<file path="src/rtl/chunked_carry_adder_if.sv">
// Operand/result bundle for chunked_carry_adder: start/busy/done handshake plus data.
interface chunked_carry_adder_if #(
    parameter int WIDTH = 16
);
    logic             start;
    logic [WIDTH-1:0] a;
    logic [WIDTH-1:0] b;
    logic             c_in;
    logic             sub;
    logic             busy;
    logic             done;
    logic [WIDTH-1:0] sum;
    logic             c_out;
    logic             ovf;

    modport master (
        output start, a, b, c_in, sub,
        input  busy, done, sum, c_out, ovf
    );

    modport slave (
        input  start, a, b, c_in, sub,
        output busy, done, sum, c_out, ovf
    );
endinterface

</file>
<file path="src/rtl/chunked_carry_adder.sv">
// Multi-cycle adder/subtractor resolving CHUNK bits per clock through one registered carry.
// Define OVERFLOW_EN to generate the registered signed-overflow flag; otherwise ovf is tied 0.
module chunked_carry_adder #(
    parameter int WIDTH = 16,
    parameter int CHUNK = 4
) (
    input  logic                 clk,
    input  logic                 rst_n,
    chunked_carry_adder_if.slave bus
);
    localparam int NCHUNK = WIDTH / CHUNK;
    localparam int IDX_W  = (NCHUNK > 1) ? $clog2(NCHUNK) : 1;

    typedef enum logic {IDLE, BUSY} state_t;

    state_t           state, state_next;
    logic [IDX_W-1:0] idx;
    logic             carry;
    logic [WIDTH-1:0] a_r, b_r, sum_r;
    logic             c_out_r, done_r;
    logic             load, step, last;
    logic [CHUNK-1:0] a_chunk, b_chunk, s_chunk;
    logic             carry_next;

    // Explicit full-adder cells keep the carry path a ripple of exactly CHUNK stages.
    function automatic logic [CHUNK:0] ripple_add(input logic [CHUNK-1:0] x,
                                                  input logic [CHUNK-1:0] y,
                                                  input logic             ci);
        logic             c;
        logic [CHUNK-1:0] s;
        c = ci;
        s = '0;
        for (int i = 0; i < CHUNK; i++) begin
            s[i] = x[i] ^ y[i] ^ c;
            c    = (x[i] & y[i]) | (c & (x[i] ^ y[i]));
        end
        return {c, s};
    endfunction

    assign last    = (idx == IDX_W'(NCHUNK - 1));
    assign a_chunk = a_r[idx*CHUNK +: CHUNK];
    assign b_chunk = b_r[idx*CHUNK +: CHUNK];
    assign {carry_next, s_chunk} = ripple_add(a_chunk, b_chunk, carry);

    always_ff @(posedge clk or negedge rst_n) begin
        if (!rst_n) state <= IDLE;
        else        state <= state_next;
    end

    always_comb begin
        state_next = state;
        load       = 1'b0;
        step       = 1'b0;
        case (state)
            IDLE: begin
                if (bus.start) begin
                    load       = 1'b1;
                    state_next = BUSY;
                end
            end
            BUSY: begin
                step = 1'b1;
                if (last) state_next = IDLE;
            end
            default: state_next = IDLE;
        endcase
    end

    always_ff @(posedge clk or negedge rst_n) begin
        if (!rst_n) begin
            idx     <= '0;
            carry   <= 1'b0;
            a_r     <= '0;
            b_r     <= '0;
            sum_r   <= '0;
            c_out_r <= 1'b0;
            done_r  <= 1'b0;
        end else begin
            done_r <= step && last;
            if (load) begin
                // Subtract is a + ~b + 1, so c_in is replaced by the forced carry.
                a_r   <= bus.a;
                b_r   <= bus.sub ? ~bus.b : bus.b;
                carry <= bus.sub ? 1'b1 : bus.c_in;
                idx   <= '0;
            end else if (step) begin
                sum_r[idx*CHUNK +: CHUNK] <= s_chunk;
                carry <= carry_next;
                idx   <= last ? '0 : idx + 1'b1;
                if (last) c_out_r <= carry_next;
            end
        end
    end

    assign bus.busy  = (state == BUSY);
    assign bus.done  = done_r;
    assign bus.sum   = sum_r;
    assign bus.c_out = c_out_r;

`ifdef OVERFLOW_EN
    logic ovf_r;
    logic msb_cin;

    // Carry into the MSB recovered from its sum bit: s = x ^ y ^ cin.
    assign msb_cin = s_chunk[CHUNK-1] ^ a_chunk[CHUNK-1] ^ b_chunk[CHUNK-1];

    always_ff @(posedge clk or negedge rst_n) begin
        if (!rst_n)             ovf_r <= 1'b0;
        else if (load)          ovf_r <= 1'b0;
        else if (step && last)  ovf_r <= msb_cin ^ carry_next;
    end

    assign bus.ovf = ovf_r;
`else
    assign bus.ovf = 1'b0;
`endif
endmodule

</file>
<file path="src/flat_wrapper.sv">
// flat-port wrapper written by rule: the top's interface ports become plain ports
module chunked_carry_adder_flat 
#(
    parameter int WIDTH = 16,
    parameter int CHUNK = 4
)
  (clk, rst_n, bus_start, bus_a, bus_b, bus_c_in, bus_sub, bus_busy, bus_done, bus_sum, bus_c_out, bus_ovf);
  chunked_carry_adder_if #(.WIDTH(WIDTH)) bus_i ();
  input  logic clk;
  input  logic rst_n;
  input wire logic [$bits(bus_i.start)-1:0] bus_start;
  input wire logic [$bits(bus_i.a)-1:0] bus_a;
  input wire logic [$bits(bus_i.b)-1:0] bus_b;
  input wire logic [$bits(bus_i.c_in)-1:0] bus_c_in;
  input wire logic [$bits(bus_i.sub)-1:0] bus_sub;
  output wire logic [$bits(bus_i.busy)-1:0] bus_busy;
  output wire logic [$bits(bus_i.done)-1:0] bus_done;
  output wire logic [$bits(bus_i.sum)-1:0] bus_sum;
  output wire logic [$bits(bus_i.c_out)-1:0] bus_c_out;
  output wire logic [$bits(bus_i.ovf)-1:0] bus_ovf;
  assign bus_i.start = bus_start;
  assign bus_i.a = bus_a;
  assign bus_i.b = bus_b;
  assign bus_i.c_in = bus_c_in;
  assign bus_i.sub = bus_sub;
  assign bus_busy = bus_i.busy;
  assign bus_done = bus_i.done;
  assign bus_sum = bus_i.sum;
  assign bus_c_out = bus_i.c_out;
  assign bus_ovf = bus_i.ovf;
  chunked_carry_adder #(.WIDTH(WIDTH), .CHUNK(CHUNK)) u_core (.clk(clk), .rst_n(rst_n), .bus(bus_i));
endmodule
</file>
<file path="config.mk">
export PLATFORM = sky130hd
export DESIGN_NAME = chunked_carry_adder_flat
export DESIGN_NICKNAME = d
export VERILOG_FILES = /design/src/rtl/chunked_carry_adder_if.sv /design/src/rtl/chunked_carry_adder.sv /design/src/flat_wrapper.sv
export SDC_FILE = /design/constraint.sdc
export NUM_CORES = 1
export LEC_CHECK = 0
export CAP_MARGIN = 10
export CORE_MARGIN = 4
export CORE_UTILIZATION = 46
export DETAILED_ROUTE_END_ITERATION = 8
export HOLD_SLACK_MARGIN = 0.1
export PLACE_DENSITY = 0.76
export SETUP_SLACK_MARGIN = 0.1
export SLEW_MARGIN = 30
export SYNTH_ARGS = -nofsm -noshare
export SYNTH_HDL_FRONTEND = slang
export SYNTH_SLANG_ARGS = --single-unit
</file>
<file path="constraint.sdc">
create_clock -name clk -period 3.3 [get_ports clk]
set_clock_uncertainty 0.2 [all_clocks]
set_input_delay 0.66 -clock clk [delete_from_list [all_inputs] [get_ports clk]]
set_output_delay 0.66 -clock clk [all_outputs]
set_load 0.05 [all_outputs]
</file>
Yosys cells after proc, flatten, opt, wreduce, memory -nomap -nowiden
Index checks and enable logic that the tools add are counted.
Storage, ports and cells
  register bits after elaboration: 54
  output and inout port bits: 20
  input port bits: 37
  logic and storage cells: 55
Operators by class
  $add $sub $neg: 2
  reduce and logical (&&, ||, !) cells: 4
  bitwise gates (word level): 23
  multiplexer cells: 13
  equality and inequality tests: 1
  shift operators: 4
Operators by type and width (number)
  4-bit negation with 34-bit output: 1
  4-bit by 34-bit variable shift with 16-bit output, first input constant: 1
  4-bit by 34-bit indexed part select with 16-bit output: 1
  16-bit by 5-bit indexed part select with 4-bit output: 2
  16-bit bitwise mux: 1
  16-bit 2-to-1 mux: 1
  16-bit inverter: 1
  1-bit AND: 8
  1-bit bitwise XOR: 8
  1-bit 2-to-1 mux: 7
  2-bit 2-to-1 mux: 3
  1-bit bitwise OR: 4
  3-bit AND reduction: 1
  2-bit by 1-bit adder with 2-bit output, second input constant: 1
  2-bit equality test, second input constant: 1
  1-bit inverter: 2
  1-bit one-hot mux with 2 select lines: 1
  2-bit AND reduction: 1
  2-bit nonzero test: 1
  1-bit logical AND: 1

Logic depth before layout (Yosys ltp)
Gate-level depths: netlist of the first run.
  depth after elaboration: 12
  mapped depth: 8
  gate-level depth less buffers: 7

Least setup slack after synthesis of the first run
Ideal clock, no wire load.
  path kind: register to register
  start: reg u_core.idx[0]
  end: reg u_core.sum_r[3] (netlist: u_core.bus.sum[3])
  data arrival time: 3.232 ns
  buffers on the path: 1
  setup slack: -0.253 ns
  cell stages (with the launch flop): 9
  library setup time: 0.122 ns
  data required time: 2.978 ns
  period minus slack after synthesis: 3.553 ns
  path through: dfrtp_1 > buf_6 > mux4_1 > fa_1 > fa_1 > fa_1 > fa_1 > nor2b_1 > a32o_1
Between the ends
  cells in the longest elaborated chain, start to end: 11
  elaborated cells between the ends (all ways): 23
  those cells by class: 1 x add/sub; 4 x shift; 1 x mux; 17 x bitwise
Ends and longest elaborated chain
  from (decl): RTL line chunked_carry_adder.sv:17  | logic [IDX_W-1:0] idx;
  from (signal assigned): RTL line chunked_carry_adder.sv:89  | idx <= last ? '0 : idx + 1'b1;
  16-bit by 5-bit indexed part select with 4-bit output, on equally long branches: RTL line chunked_carry_adder.sv:41, chunked_carry_adder.sv:42
  1-bit bitwise XOR: RTL line chunked_carry_adder.sv:34, chunked_carry_adder.sv:35
  1-bit AND: RTL line chunked_carry_adder.sv:35  | c = (x[i] & y[i]) | (c & (x[i] ^ y[i]));
  1-bit bitwise OR: RTL line chunked_carry_adder.sv:35
  1-bit AND: RTL line chunked_carry_adder.sv:35
  1-bit bitwise OR: RTL line chunked_carry_adder.sv:35
  1-bit AND: RTL line chunked_carry_adder.sv:35
  1-bit bitwise OR: RTL line chunked_carry_adder.sv:35
  1-bit bitwise XOR: RTL line chunked_carry_adder.sv:34  | s[i] = x[i] ^ y[i] ^ c;
  4-bit by 34-bit indexed part select with 16-bit output: RTL line chunked_carry_adder.sv:87  | sum_r[idx*CHUNK +: CHUNK] <= s_chunk;
  16-bit bitwise mux (*): RTL line chunked_carry_adder.sv:87
  to (signal, indexed assignment): RTL line chunked_carry_adder.sv:87
  to (decl): RTL line chunked_carry_adder.sv:19  | logic [WIDTH-1:0] a_r, b_r, sum_r;
Mark *: on every way between the ends. The rest lies on a longest branch, timed or not.
A chain may end at the register's enable or synchronous reset.

Worst setup path in the final report of the first run
Ends and elaborated chain as after synthesis.

==> results of run 1 <==
-- timing repair --
action	in CTS	in global routing
endpoints found under the setup margin	3	3
gates resized for setup	1	1
setup buffers	1	0
pin swaps	2	0
-- cell usage in the layout (no fill, tap or decap), types with 2 or more instances in the layout --
cell             instances
mux2_4                  30
xor2_1                  16
fa_2                     3
nor2b_1                  4
nand3_1                 11
nand2_1                  5
mux4_1                   6
mux2_2                   3
ha_1                     6
clkdlybuf4s50_1         54
mux4_2                   2
o2bb2ai_1               11
a32o_1                   4
nor2_1                   3
a22o_1                   2
and2_1                   2
buf_4                    7
clkbuf_8                 6
dfrtp_1                 53
buf_12                   2
inv_1                    3
-- per-stage QoR --
step           setup TNS (ps)  setup WS [ps]  instance area [um2]  utilization  instances
2_1_floorplan           -41.9          -41.9                 2800            -        187
3_3_place_gp                0           99.8                 3440        0.580        314
3_5_place_dp                0           18.0                 3440        0.580        314
4_1_cts                     0           64.0                 3540        0.598        323
5_1_grt                 -29.3          -21.2                 3550        0.599        323
6_report                    0           79.2                 3550        0.599        323
-- final cells by class --
class	instances	share of cell area
sequential	54	0.381
clock buffer	7	0.0243
multi-input combinational	119	0.383
timing repair buffer	64	0.180
inverter	3	0.00318
tap	75	0.0265
clock inverter	1	0.00141
-- per-layer routing --
| metal | vias up | track usage | share of wire | routed length (um) |
|---|---|---|---|---|
| met5 | - | 0 | 0 | 0 |
| met4 | 0 | 0.0403 | 0.010 | 53 |
| met3 | 6 | 0.0413 | 0.056 | 293 |
| met2 | 46 | 0.246 | 0.49 | 2550 |
| met1 | 856 | 0.207 | 0.45 | 2330 |
| li1 | 801 | - | - | - |
-- power by group through the flow --
stage	clock (W)	combinational [W]	sequential (W)
2_1_floorplan	0	0.00143	0.00132
5_1_grt	0.000418	0.00246	0.00118
3_5_place_dp	0	0.00226	0.00116
3_3_place_gp	0	0.00221	0.00114
4_1_cts	0.000385	0.00229	0.00114
6_report	0.000377	0.00228	0.00114
-- cells in the mapped netlist --
| library cell | count | area share |
|---|---|---|
| nand3b_1 | 1 | 0.0027 |
| clkbuf_1 | 2 | 0.0027 |
| or3b_1 | 1 | 0.0031 |
| a32o_1 | 4 | 0.014 |
| mux2_4 | 30 | 0.16 |
| fa_1 | 4 | 0.029 |
| a22o_1 | 2 | 0.0063 |
| conb_1 | 1 | 0.0013 |
| nand2_1 | 5 | 0.0067 |
| nor2b_1 | 5 | 0.011 |
| nor3b_1 | 1 | 0.0027 |
| inv_1 | 3 | 0.0040 |
| o31ai_1 | 1 | 0.0027 |
| buf_6 | 5 | 0.020 |
| and2b_1 | 1 | 0.0027 |
| ha_1 | 6 | 0.027 |
| buf_2 | 1 | 0.0018 |
| dfrtp_1 | 54 | 0.48 |
| or3b_4 | 1 | 0.0040 |
| mux2_2 | 3 | 0.012 |
| and2_1 | 2 | 0.0045 |
| nor2_1 | 3 | 0.0040 |
| nand3_1 | 12 | 0.021 |
| o2bb2ai_1 | 12 | 0.038 |
| mux4_1 | 8 | 0.075 |
| xor2_1 | 16 | 0.050 |
| buf_4 | 3 | 0.0081 |
-- registers in the layout, indices dropped and copies added (netlist names) --
signal / flops
u_core.carry: 1
u_core.bus.sum: 16
u_core.idx: 2
u_core.a_r: 16
u_core.bus.c_out: 1
u_core.b_r: 16
u_core.bus.done: 1
u_core.bus.busy: 1
-- worst reg2reg max path, stage by stage, from the launching register on --
cell	delay (ps)
dfrtp_2	410
mux4_2	530
fa_2	380
fa_2	370
fa_2	350
fa_1	480
nor2b_1	150
a32o_1	250
-- how the worst max path moves through the flow --
stage | depth (start not counted) | startpoint | end
detailed placement | 7 | u_core.idx[0] | u_core.bus.sum[3]
CTS | 7 | u_core.idx[0] | u_core.bus.sum[3]
global placement | 7 | u_core.idx[0] | u_core.bus.sum[3]
finish | 7 | u_core.idx[0] | u_core.bus.sum[3]
global route | 7 | u_core.idx[0] | u_core.bus.sum[3]
floorplan | 8 | u_core.idx[0] | u_core.bus.sum[3]
-- kinds of logic after synthesis --
| logic type | Yosys count | synth area share |
|---|---|---|
| flops | 54 | 0.484 |
| mux | 41 | 0.249 |
| simple gates | 32 | 0.0631 |
| compound gates | 19 | 0.0609 |
| xor+xnor | 16 | 0.0502 |
| buf+inv | 14 | 0.0367 |
| fa+ha+maj | 10 | 0.0555 |
| other cells | 1 | 0.00134 |
==> results.tsv, run 1 <==
stage	metric	value	unit
status	outcome	completed	
sta	WHS	160	ps
power	overall power	0.00380	W
worst_setup_path	Critical Path Start Type	flip-flop	
worst_setup_path	most frequent CP cell	fa_2	
synth	synthesized area per cell	14.9	um2
worst_setup_path	slowest stage delay, CP	530	ps
die	# IOs	57	
route	TritonRoute pass-1 iters	4	
cells_and_area	Storage cell area	1350	um2
worst_setup_path	WP buf/inv	0	
worst_setup_path	Crit-path slowest cell	mux4_2	
worst_setup_path	Reg-to-Reg Start	u_core.idx[0]	
placed_design	Placer Congestion	0.799	
worst_setup_path	CP top delay family	adder cells	
sta	Fmax	310	MHz
power	P_int	0.00231	W
global_route	initial antenna violation count	0	
worst_hold_path	worst hold path class	input port to async pin	
route	DRC viols	0	
cts	CTS tree	done	
power	worst vdd ir	0.483	mV
power	Combinational Power Share	0.601	
sta	Final Setup Violations	0	
route	Post-DRT Antenna Nets	0	
synth	Netlist cell types	27	
die	Die H	85.9	um
sta	Slew Limit Fails	0	
cells_and_area	Diodes inserted	0	
die	Initial Utilization	0.472	
worst_setup_path	CP arrival	3230	ps
cts	Hold-fix buffers, CTS	0	
cells_and_area	share of layout cells above drive strength 1	0.242	
cells_and_area	multi-input logic area	1360	um2
route	DR vias/cell	5.29	
sta	Hold Fails Final Rpt	0	
worst_setup_path	crit path max fanout	4	
power	switching share of power	0.393	
job	max_cap viols	0	
worst_setup_path	Crit. End Element	flip-flop	
route	Initial DRC Count	63	
global_route	global-route wire length before repair	8830	um
worst_setup_path	worst-case reg-to-reg path depth	7	
placed_design	port buffer count	55	
worst_setup_path	CP Data Required Time	3310	ps
route	total number of vias	1709	
power	Clk pwr share	0.099	
sta	fin crit share	0.976	
global_route	largest net degree at the start of global routing	29	
cts	CTS Buf Count	5	
die	FP Rows	28	
power	NetSw	0.00149	W
power	Power per Cell Area	1070	nW/um2
placed_design	DP HPWL	4030	um
worst_setup_path	reg2reg setup slack	80	ps
worst_setup_path	Cell Chain, Critical Path	mux4_2 > fa_2 > fa_2 > fa_2 > fa_1 > nor2b_1 > a32o_1	
cts	H-tree Lvls	2	
route	final wirelength	5230	um
global_route	GRT Residual Overflow	0	
cts	Num Clock Sinks	54	
cts	Clock Root Buffer	clkbuf_8	
sta	RSZ-0062 raised after global routing	yes	
synth	post-synthesis sequential area ratio	0.484	
synth	Synth Register Bits	54	
synth	mapped cell area	2790	um2
cells_and_area	fill cell count	460	
route	WL/cell	16.2	um
die	Die ar.	7380	um2
cts	Clock Latency Late Sink	310	ps
worst_setup_path	Crit Path Class	flip-flop to flip-flop	
power	sequential power share	0.300	
die	Die X-Extent	85.9	um
sta	Slew @ Worst Pin	864	ps
cts	Clock Pin Slew Worst Setup and Hold Paths	100	ps
cells_and_area	Area Growth Syn to Fin	26.9	%
sta	Period minus WS final	3220	ps
die	total core area	5920	um2
synth	syn_nets	234	
sta	slew margin rel.	0.422	
synth	Post-Synthesis Cells	187	
worst_setup_path	Crit Reg-Reg Endpoint	u_core.bus.sum[3]	
synth	Synth warnings	0	
global_route	number of global-route vias before repair	1821	
cts	CTS max path bufs	2	
global_route	GRT Util Overall	0.154	
cells_and_area	Nets	294	
power	Leakage	1.53	nW
Note: power is estimated with default switching activity, not from simulation.
==> inputs of run 2 (changes only) <==
HOLD_SLACK_MARGIN = 0.02   (was 0.1)
SKIP_LAST_GASP = 1   (was unset)
==> results of run 2 <==
Final layout, timing and power as in run 1 (identical DEF).
